**config.mk**
```make
export PLATFORM = sky130hd
export DESIGN_NAME = ex_alu_muldiv
export DESIGN_NICKNAME = d
export VERILOG_FILES = /design/src/rtl/ex_alu_muldiv.sv
export SDC_FILE = /design/constraint.sdc
export NUM_CORES = 2
export LEC_CHECK = 0
export ABC_AREA = 1
export CAP_MARGIN = 25
export CORE_ASPECT_RATIO = 1.75
export CORE_MARGIN = 8
export CORE_UTILIZATION = 45
export CTS_BUF_LIST = sky130_fd_sc_hd__clkbuf_4 sky130_fd_sc_hd__clkbuf_8
export CTS_CLUSTER_SIZE = 20
export DETAILED_ROUTE_END_ITERATION = 12
export SKIP_CTS_REPAIR_TIMING = 1
export SYNTH_ARGS = -nofsm -noshare
export SYNTH_HDL_FRONTEND = slang
export SYNTH_SLANG_ARGS = --single-unit
```
**constraint.sdc**
```tcl
create_clock -name clk -period 5.9 [get_ports clk]
set_input_delay 1.18 -clock clk [delete_from_list [all_inputs] [get_ports clk]]
set_output_delay 1.18 -clock clk [all_outputs]
set_load 0.01 [all_outputs]
```
**src/rtl/ex_alu_muldiv.sv**
```systemverilog
// Execute stage: single-cycle ALU with zero flag, HI/LO registers and an
// iterative 32-step MULT/MULTU/DIV/DIVU engine that stalls the upstream pipe.
module ex_alu_muldiv #(
  parameter int unsigned WIDTH = 32,
  parameter int unsigned CNT_W = 5
) (
  input  logic             clk,
  input  logic             rst_n,
  input  logic [1:0]       ALUOp,
  input  logic [5:0]       Function,
  input  logic             ALUSrc,
  input  logic [WIDTH-1:0] dataRs,
  input  logic [WIDTH-1:0] dataRt,
  input  logic [WIDTH-1:0] Immediate,
  input  logic             flush,
  output logic [WIDTH-1:0] alu_result,
  output logic             zero,
  output logic             stall,
  output logic             busy,
  output logic [WIDTH-1:0] hi,
  output logic [WIDTH-1:0] lo
);

  localparam int unsigned DW = 2 * WIDTH;

  localparam logic [5:0] F_SLL  = 6'h00, F_SRL  = 6'h02, F_SRA  = 6'h03;
  localparam logic [5:0] F_SLLV = 6'h04, F_SRLV = 6'h06, F_SRAV = 6'h07;
  localparam logic [5:0] F_MFHI = 6'h10, F_MTHI = 6'h11, F_MFLO = 6'h12, F_MTLO = 6'h13;
  localparam logic [5:0] F_ADD  = 6'h20, F_ADDU = 6'h21, F_SUB  = 6'h22, F_SUBU = 6'h23;
  localparam logic [5:0] F_AND  = 6'h24, F_OR   = 6'h25, F_XOR  = 6'h26, F_NOR  = 6'h27;
  localparam logic [5:0] F_SLT  = 6'h2A, F_SLTU = 6'h2B;

  typedef enum logic [1:0] {IDLE, BUSY, DONE} state_t;

  state_t             state;
  logic [CNT_W-1:0]   cnt;
  logic [DW-1:0]      acc;
  logic [WIDTH-1:0]   dvsr;
  logic               op_div, neg_res, neg_rem, div0;

  logic [WIDTH-1:0]   op_b;
  logic [CNT_W-1:0]   shamt, shvar;
  logic               rtype, md_op, start, mt_hi, mt_lo;
  logic               neg_a, neg_b;
  logic [WIDTH-1:0]   abs_a, abs_b;
  logic [WIDTH:0]     sum, shifted, diff;
  logic [DW-1:0]      step, prod;
  logic [WIDTH-1:0]   quo, rem, fin_hi, fin_lo;

  // Single-cycle ALU
  always_comb begin
    op_b       = ALUSrc ? Immediate : dataRt;
    shamt      = Immediate[10:6];
    shvar      = dataRs[CNT_W-1:0];
    alu_result = '0;
    case (ALUOp)
      2'b00:   alu_result = dataRs + op_b;
      2'b01:   alu_result = dataRs - op_b;
      2'b11:   alu_result = dataRs | op_b;
      default: begin
        case (Function)
          F_ADD, F_ADDU: alu_result = dataRs + op_b;
          F_SUB, F_SUBU: alu_result = dataRs - op_b;
          F_AND:         alu_result = dataRs & op_b;
          F_OR:          alu_result = dataRs | op_b;
          F_XOR:         alu_result = dataRs ^ op_b;
          F_NOR:         alu_result = ~(dataRs | op_b);
          F_SLT:         alu_result = WIDTH'($signed(dataRs) < $signed(op_b));
          F_SLTU:        alu_result = WIDTH'(dataRs < op_b);
          F_SLL:         alu_result = op_b << shamt;
          F_SRL:         alu_result = op_b >> shamt;
          F_SRA:         alu_result = $signed(op_b) >>> shamt;
          F_SLLV:        alu_result = op_b << shvar;
          F_SRLV:        alu_result = op_b >> shvar;
          F_SRAV:        alu_result = $signed(op_b) >>> shvar;
          F_MFHI:        alu_result = hi;
          F_MFLO:        alu_result = lo;
          default:       alu_result = '0;
        endcase
      end
    endcase
    zero = (alu_result == '0);
  end

  // Decode and operand magnitudes; Function[1] selects divide, Function[0] unsigned
  always_comb begin
    rtype = (ALUOp == 2'b10);
    md_op = rtype && (Function[5:2] == 4'b0110);
    start = (state == IDLE) && md_op && !flush;
    mt_hi = rtype && (Function == F_MTHI) && !flush;
    mt_lo = rtype && (Function == F_MTLO) && !flush;
    neg_a = !Function[0] && dataRs[WIDTH-1];
    neg_b = !Function[0] && dataRt[WIDTH-1];
    abs_a = neg_a ? -dataRs : dataRs;
    abs_b = neg_b ? -dataRt : dataRt;
  end

  // One shift-add or restoring-subtract step; acc holds {acc_hi/rem, multiplier/quotient}
  always_comb begin
    sum     = {1'b0, acc[DW-1:WIDTH]} + (acc[0] ? {1'b0, dvsr} : {(WIDTH+1){1'b0}});
    shifted = {acc[DW-1:WIDTH], acc[WIDTH-1]};
    diff    = shifted - {1'b0, dvsr};
    if (op_div) begin
      step = diff[WIDTH] ? {shifted[WIDTH-1:0], acc[WIDTH-2:0], 1'b0}
                         : {diff[WIDTH-1:0], acc[WIDTH-2:0], 1'b1};
    end else begin
      step = {sum, acc[WIDTH-1:1]};
    end
    prod = neg_res ? -step : step;
    quo  = step[WIDTH-1:0];
    rem  = step[DW-1:WIDTH];
    if (op_div) begin
      fin_lo = div0 ? '1 : (neg_res ? -quo : quo);
      fin_hi = neg_rem ? -rem : rem;
    end else begin
      fin_hi = prod[DW-1:WIDTH];
      fin_lo = prod[WIDTH-1:0];
    end
  end

  // Engine FSM with HI/LO; the final step lands in HI/LO on the BUSY->DONE edge
  always_ff @(posedge clk or negedge rst_n) begin
    if (!rst_n) begin
      state   <= IDLE;
      cnt     <= '0;
      acc     <= '0;
      dvsr    <= '0;
      op_div  <= 1'b0;
      neg_res <= 1'b0;
      neg_rem <= 1'b0;
      div0    <= 1'b0;
      hi      <= '0;
      lo      <= '0;
    end else begin
      if (mt_hi) hi <= dataRs;
      if (mt_lo) lo <= dataRs;
      case (state)
        IDLE: begin
          if (start) begin
            state   <= BUSY;
            cnt     <= '0;
            acc     <= {{WIDTH{1'b0}}, abs_a};
            dvsr    <= abs_b;
            op_div  <= Function[1];
            neg_res <= neg_a ^ neg_b;
            neg_rem <= neg_a;
            div0    <= (dataRt == '0);
          end
        end
        BUSY: begin
          if (flush) begin
            state <= IDLE;
          end else begin
            acc <= step;
            cnt <= cnt + 1'b1;
            if (cnt == CNT_W'(WIDTH - 1)) begin
              hi    <= fin_hi;
              lo    <= fin_lo;
              state <= DONE;
            end
          end
        end
        DONE:    state <= IDLE;
        default: state <= IDLE;
      endcase
    end
  end

  assign busy  = (state == BUSY);
  assign stall = start | busy;

endmodule

```
==> qor.yml, run 1 <==
initial_core_util_pct: 45.34
die_w_um: 209.5
synth.distinct_cells: 67
ys_warn_count: 0
track_usage_pct: 57.62
port_buffers: 206
ys_seq_area_share_pct: 14.52
grt_start_max_net_pins: 91
io_pins: 207
dieHeight_um: 354.6
gp_congestion: 1.194
grt_pass1_vias: 45160
async_reset_ff_share_pct: 100.0
synth_cells: 5359
cts_buffers: 25
first-error: "[ERROR GRT-0116] Global routing finished with congestion. Check the congestion regions in the DRC Viewer."
haltStage: "5_1_grt"
fp-row-count: 124
cts_root_buf: "clkbuf_8"
ys.flop_type: "dfrtp_1"
clkSinkCount: 171
syn-num-nets: 5637
clock_path_buffers: 3
syn_area_um2: 29480
synth_edf_count: 0
syn_area_per_cell_um2: 5.500
status: "aborted with a tool error"
grt_pass1_wl_um: 314800
grt_overflow: 47
synth-seq-cells: 171
dp_hpwl_um: 166700
htreeDepth: 4
-- through the flow --
stage	setup slack [ns]	setup TNS, ns	utilization (%)	instance area, µm²	instances
after floorplan	0.1791	0	-	29480	5359
after global placement	-0.8825	-10.18	60.23	39160	7082
after detailed placement	-0.8737	-9.803	60.28	39180	7083
after CTS	-0.8882	-10.22	60.96	39630	7114
-- routing by layer --
metal,track usage [%],GRT overflow
met5,0.06627,0
met1,55.94,0
met4,65.64,19
met2,85.61,28
met3,25.30,0
-- synth_stat cells, types with 8 or more instances --
library cell | number | share of area (%)
clkinv_1 | 12 | 0.15
nand3b_1 | 25 | 0.64
xnor2_1 | 28 | 0.83
o221ai_1 | 16 | 0.48
inv_1 | 688 | 8.8
nand3_1 | 469 | 8.0
nand2_1 | 1624 | 21
nand4_1 | 67 | 1.4
clkbuf_1 | 156 | 2.0
a21oi_1 | 247 | 4.2
nor4_1 | 12 | 0.25
ha_1 | 166 | 7.0
dfrtp_1 | 171 | 15
buf_2 | 42 | 0.71
or2_2 | 15 | 0.32
o21a_1 | 12 | 0.31
o21ai_1 | 119 | 2.0
o2111ai_1 | 8 | 0.24
nand2_2 | 20 | 0.42
inv_2 | 13 | 0.17
o22ai_1 | 64 | 1.4
xor2_1 | 90 | 2.7
or2_1 | 16 | 0.34
nor2_1 | 492 | 6.3
a32oi_1 | 10 | 0.30
o21ai_0 | 442 | 7.5
nor2_2 | 9 | 0.19
a221oi_1 | 16 | 0.48
a211oi_1 | 8 | 0.20
o211ai_1 | 101 | 2.6
buf_1 | 14 | 0.18
a31oi_1 | 28 | 0.59
nor3_1 | 53 | 0.90
o21bai_1 | 15 | 0.38
-- cells by family after synthesis --
logic type	synth area share [%]
AOI/OAI and AO/OA	22.29
and+or+nand+nor	39.97
DFF	14.52
xor gates and xnor gates	3.506
buffers and inverters	12.40
adders and majority gates	7.318
==> run 2: changes to the inputs <==
--- a/config.mk
+++ b/config.mk
@@ -7,12 +7,10 @@
 export LEC_CHECK = 0
 export ABC_AREA = 1
 export CAP_MARGIN = 25
-export CORE_ASPECT_RATIO = 1.75
 export CORE_MARGIN = 8
-export CORE_UTILIZATION = 45
-export CTS_BUF_LIST = sky130_fd_sc_hd__clkbuf_4 sky130_fd_sc_hd__clkbuf_8
-export CTS_CLUSTER_SIZE = 20
+export CORE_UTILIZATION = 30
 export DETAILED_ROUTE_END_ITERATION = 12
+export PLACE_DENSITY_LB_ADDON = 0.15
 export SKIP_CTS_REPAIR_TIMING = 1
 export SYNTH_ARGS = -nofsm -noshare
 export SYNTH_HDL_FRONTEND = slang
==> qor.yml, run 2 <==
status: "finished with violations"
violations: "negative setup slack"
dpl_worst_slack_ns: -1.478  # -0.6046 ns
hold_class: "register to register"
drc: 0
io_pins: 207  # unchanged
fp-row-count: 115  # -7.3%
synth.top_cell.area_share_pct: 20.68  # unchanged
synth_edf_count: 0  # unchanged
max-vdd-ir-drop_v: 0.0003157
synth_cells: 5359  # unchanged
synth.most_common_cell: "nand2_1"
initial_core_util_pct: 30.13  # -15 points
reg2reg_depth: 36
clkSinkCount: 171  # unchanged
ys_warn_count: 0  # unchanged
die_w_um: 329.5  # +57%
design.die.area_um2: 108500
grt_overflow: 0
ff2ff_setup_slack_ns: 0.44
worst_setup_path_end_kind: "primary output"
drt-total-wl_um: 210400
ys_top_cells_by_count: "nand2_1 (1,624), inv_1 (688), nor2_1 (492), nand3_1 (469), o21ai_0 (442)"
clk_latency_ns: 0.48
powerDensity_nw_per_um2: 262.5
cts_tree: "done"
leakagePower_uw: 0.02238
cts_root_buf: "clkbuf_16"
dieHeight_um: 329.5  # -7.1%
grt_pass1_vias: 39160
drtIter0Drc: 5150
dp_hpwl_um: 180800  # +8.4%
tightest_slew_ns: 1.013
synth-seq-cells: 171  # unchanged
syn-num-nets: 5637  # unchanged
cts_buffers: 17  # -32%
drv_cap: 0
rsz0062_at_grt: "yes"
setup_viol: 1
antenna_found_initial: 7
ant_nets: 0
max_freq_mhz: 160.2
cp.arrival_ns: 5.06
power_uw: 11380
htreeDepth: 4  # unchanged
grt_pass1_wl_um: 290600
regToRegStartpoint: "acc[31]$_DFFE_PN0P_"
regArea_um2: 4283
syn_area_per_cell_um2: 5.500  # unchanged
track_usage_pct: 37.15
grt_start_max_net_pins: 89
gp_congestion: 1.088  # -8.9%
fin_crit_ns: 6.244
worstReg2RegEnd: "hi[28]$_DFF_PN0_"
hold_viol_final: 0
synth_top_cell_by_area: "nand2_1"
critPathMaxFanout: 4
fin_ws_ns: -0.3436
final_core_util_pct: 44.33
nFillCells: 10860
skew_ns: 0.01787
synth.distinct_cells: 67  # unchanged
largest_register_ffs: 64
area_delta_synth_final_pct: 47.14
criticalPathCategory: "primary input to primary output"
ys_seq_area_share_pct: 14.52  # unchanged
clkSlewWorstSetupHoldPaths_ns: 0.07
multi_input_area_um2: 23050
ys_top_cells_by_area: "nand2_1 (21%), dfrtp_1 (15%), inv_1 (8.8%), nand3_1 (8.0%), o21ai_0 (7.5%)"
clock_path_buffers: 2  # -1
worst_setup_path_start_kind: "primary input"
timing.slew.headroom_pct: 32.19
wl_per_cell_um: 27.16
cp-endpoint: "zero"
port_buffers: 206  # unchanged
layout_common_cells: "nand2_1 (1,578), buf_4 (1,019), inv_1 (673), nand3_1 (439), nor2_1 (433)"
syn_area_um2: 29480  # unchanged
vias: 42240
top_register: "acc"
core_area_um2: 97840
ys.flop_type: "dfrtp_1"
layout_commonest_cell: "nand2_1"
startpoint: "Immediate[11]"
finalCritPeriodShare_pct: 105.8
slew_viol_final: 0
async_reset_ff_share_pct: 100.0  # unchanged
drive_gt1_share_pct: 23.24
crit_required_ns: 4.72
vias_per_cell: 5.452
drtPass1Iterations: 7
nets: 6723
[run 2: metrics by stage]
stage	setup TNS [ns]	cells	hold slack (ns)	area (µm²)
after CTS	-20.52	7701	0.5076	41370
after global placement	-21.22	7668	0.4814	40740
after global routing	-0.4952	7745	0.5490	43370
final	-0.3436	7747	0.5038	43370
after floorplan	0	5359	0.4534	29480
after detailed placement	-20.10	7669	0.4888	40770
[run 2: cells by family (layout without fill, tap and decap cells)]
logic type	after synthesis	in the layout	share of synthesized area, %
compound gates	1141	1141	22.29
fa+ha+maj	170	170	7.318
flops	171	171	14.52
simple gates	2820	2820	39.97
buf+inv	939	2038	12.40
xor+xnor	118	118	3.506
other cells	0	2	0
[run 2: where the power goes]
group / internal, µW / switching, µW / leakage [µW]
clock network: 663 / 554 / 0.000295
registers: 1390 / 316 / 0.00219
logic: 2930 / 5540 / 0.0199
total: 4980 / 6410 / 0.0224
[run 2: worst max-delay path, stage by stage]
cell and delay [ns]:
clkdlybuf4s50_1 0.45, inv_1 0.05, nand2_2 0.11, o21ai_0 0.11, buf_4 0.21, ha_4 0.29
buf_4 0.15, nand2_4 0.08, nor2_4 0.11, nand2_1 0.09, o21ai_2 0.14, buf_4 0.13
buf_4 0.11, nand2_1 0.06, nand3b_1 0.09, nand4_1 0.36, a31oi_4 0.35, nand2_2 0.11
nand2_2 0.07, nand2_2 0.06, nor2_1 0.11, nand2_1 0.06, nor2_1 0.08, nand2_1 0.12
nor2_2 0.17, buf_2 0.16
[run 2: cell type report]
type / instances / area share (%)
clock inverter: 11 / 0.3000
timing repair buffer: 1293 / 25.66
sequential: 171 / 9.875
clock buffer: 21 / 1.085
tap: 1287 / 3.713
antenna: 2 / 0.01154
multi-input combinational: 4249 / 53.15
inverter: 713 / 6.202
[run 2: metal layers]
| layer | GRT usage, % | vias to the layer above | wire length [µm] |
|---|---|---|---|
| met5 | 0 | - | 0 |
| met4 | 17.97 | 0 | 12930 |
| met3 | 5.394 | 341 | 18140 |
| met2 | 56.86 | 2041 | 88760 |
| met1 | 50.91 | 20050 | 90550 |
| li1 | - | 19810 | - |
[run 2: how the worst min path moves through the flow]
stage	from	to	slack, ns	cells past startpoint
after CTS	cnt[1]$_DFFE_PN0P_	cnt[1]$_DFFE_PN0P_	0.51	2
after global placement	cnt[1]$_DFFE_PN0P_	cnt[1]$_DFFE_PN0P_	0.48	2
after floorplan	div0$_DFFE_PN0P_	div0$_DFFE_PN0P_	0.45	2
after detailed placement	cnt[4]$_DFFE_PN0P_	cnt[4]$_DFFE_PN0P_	0.49	1
final	cnt[1]$_DFFE_PN0P_	cnt[1]$_DFFE_PN0P_	0.50	2
after global routing	cnt[4]$_DFFE_PN0P_	cnt[4]$_DFFE_PN0P_	0.55	1
Power figures use the tool's default switching activity.
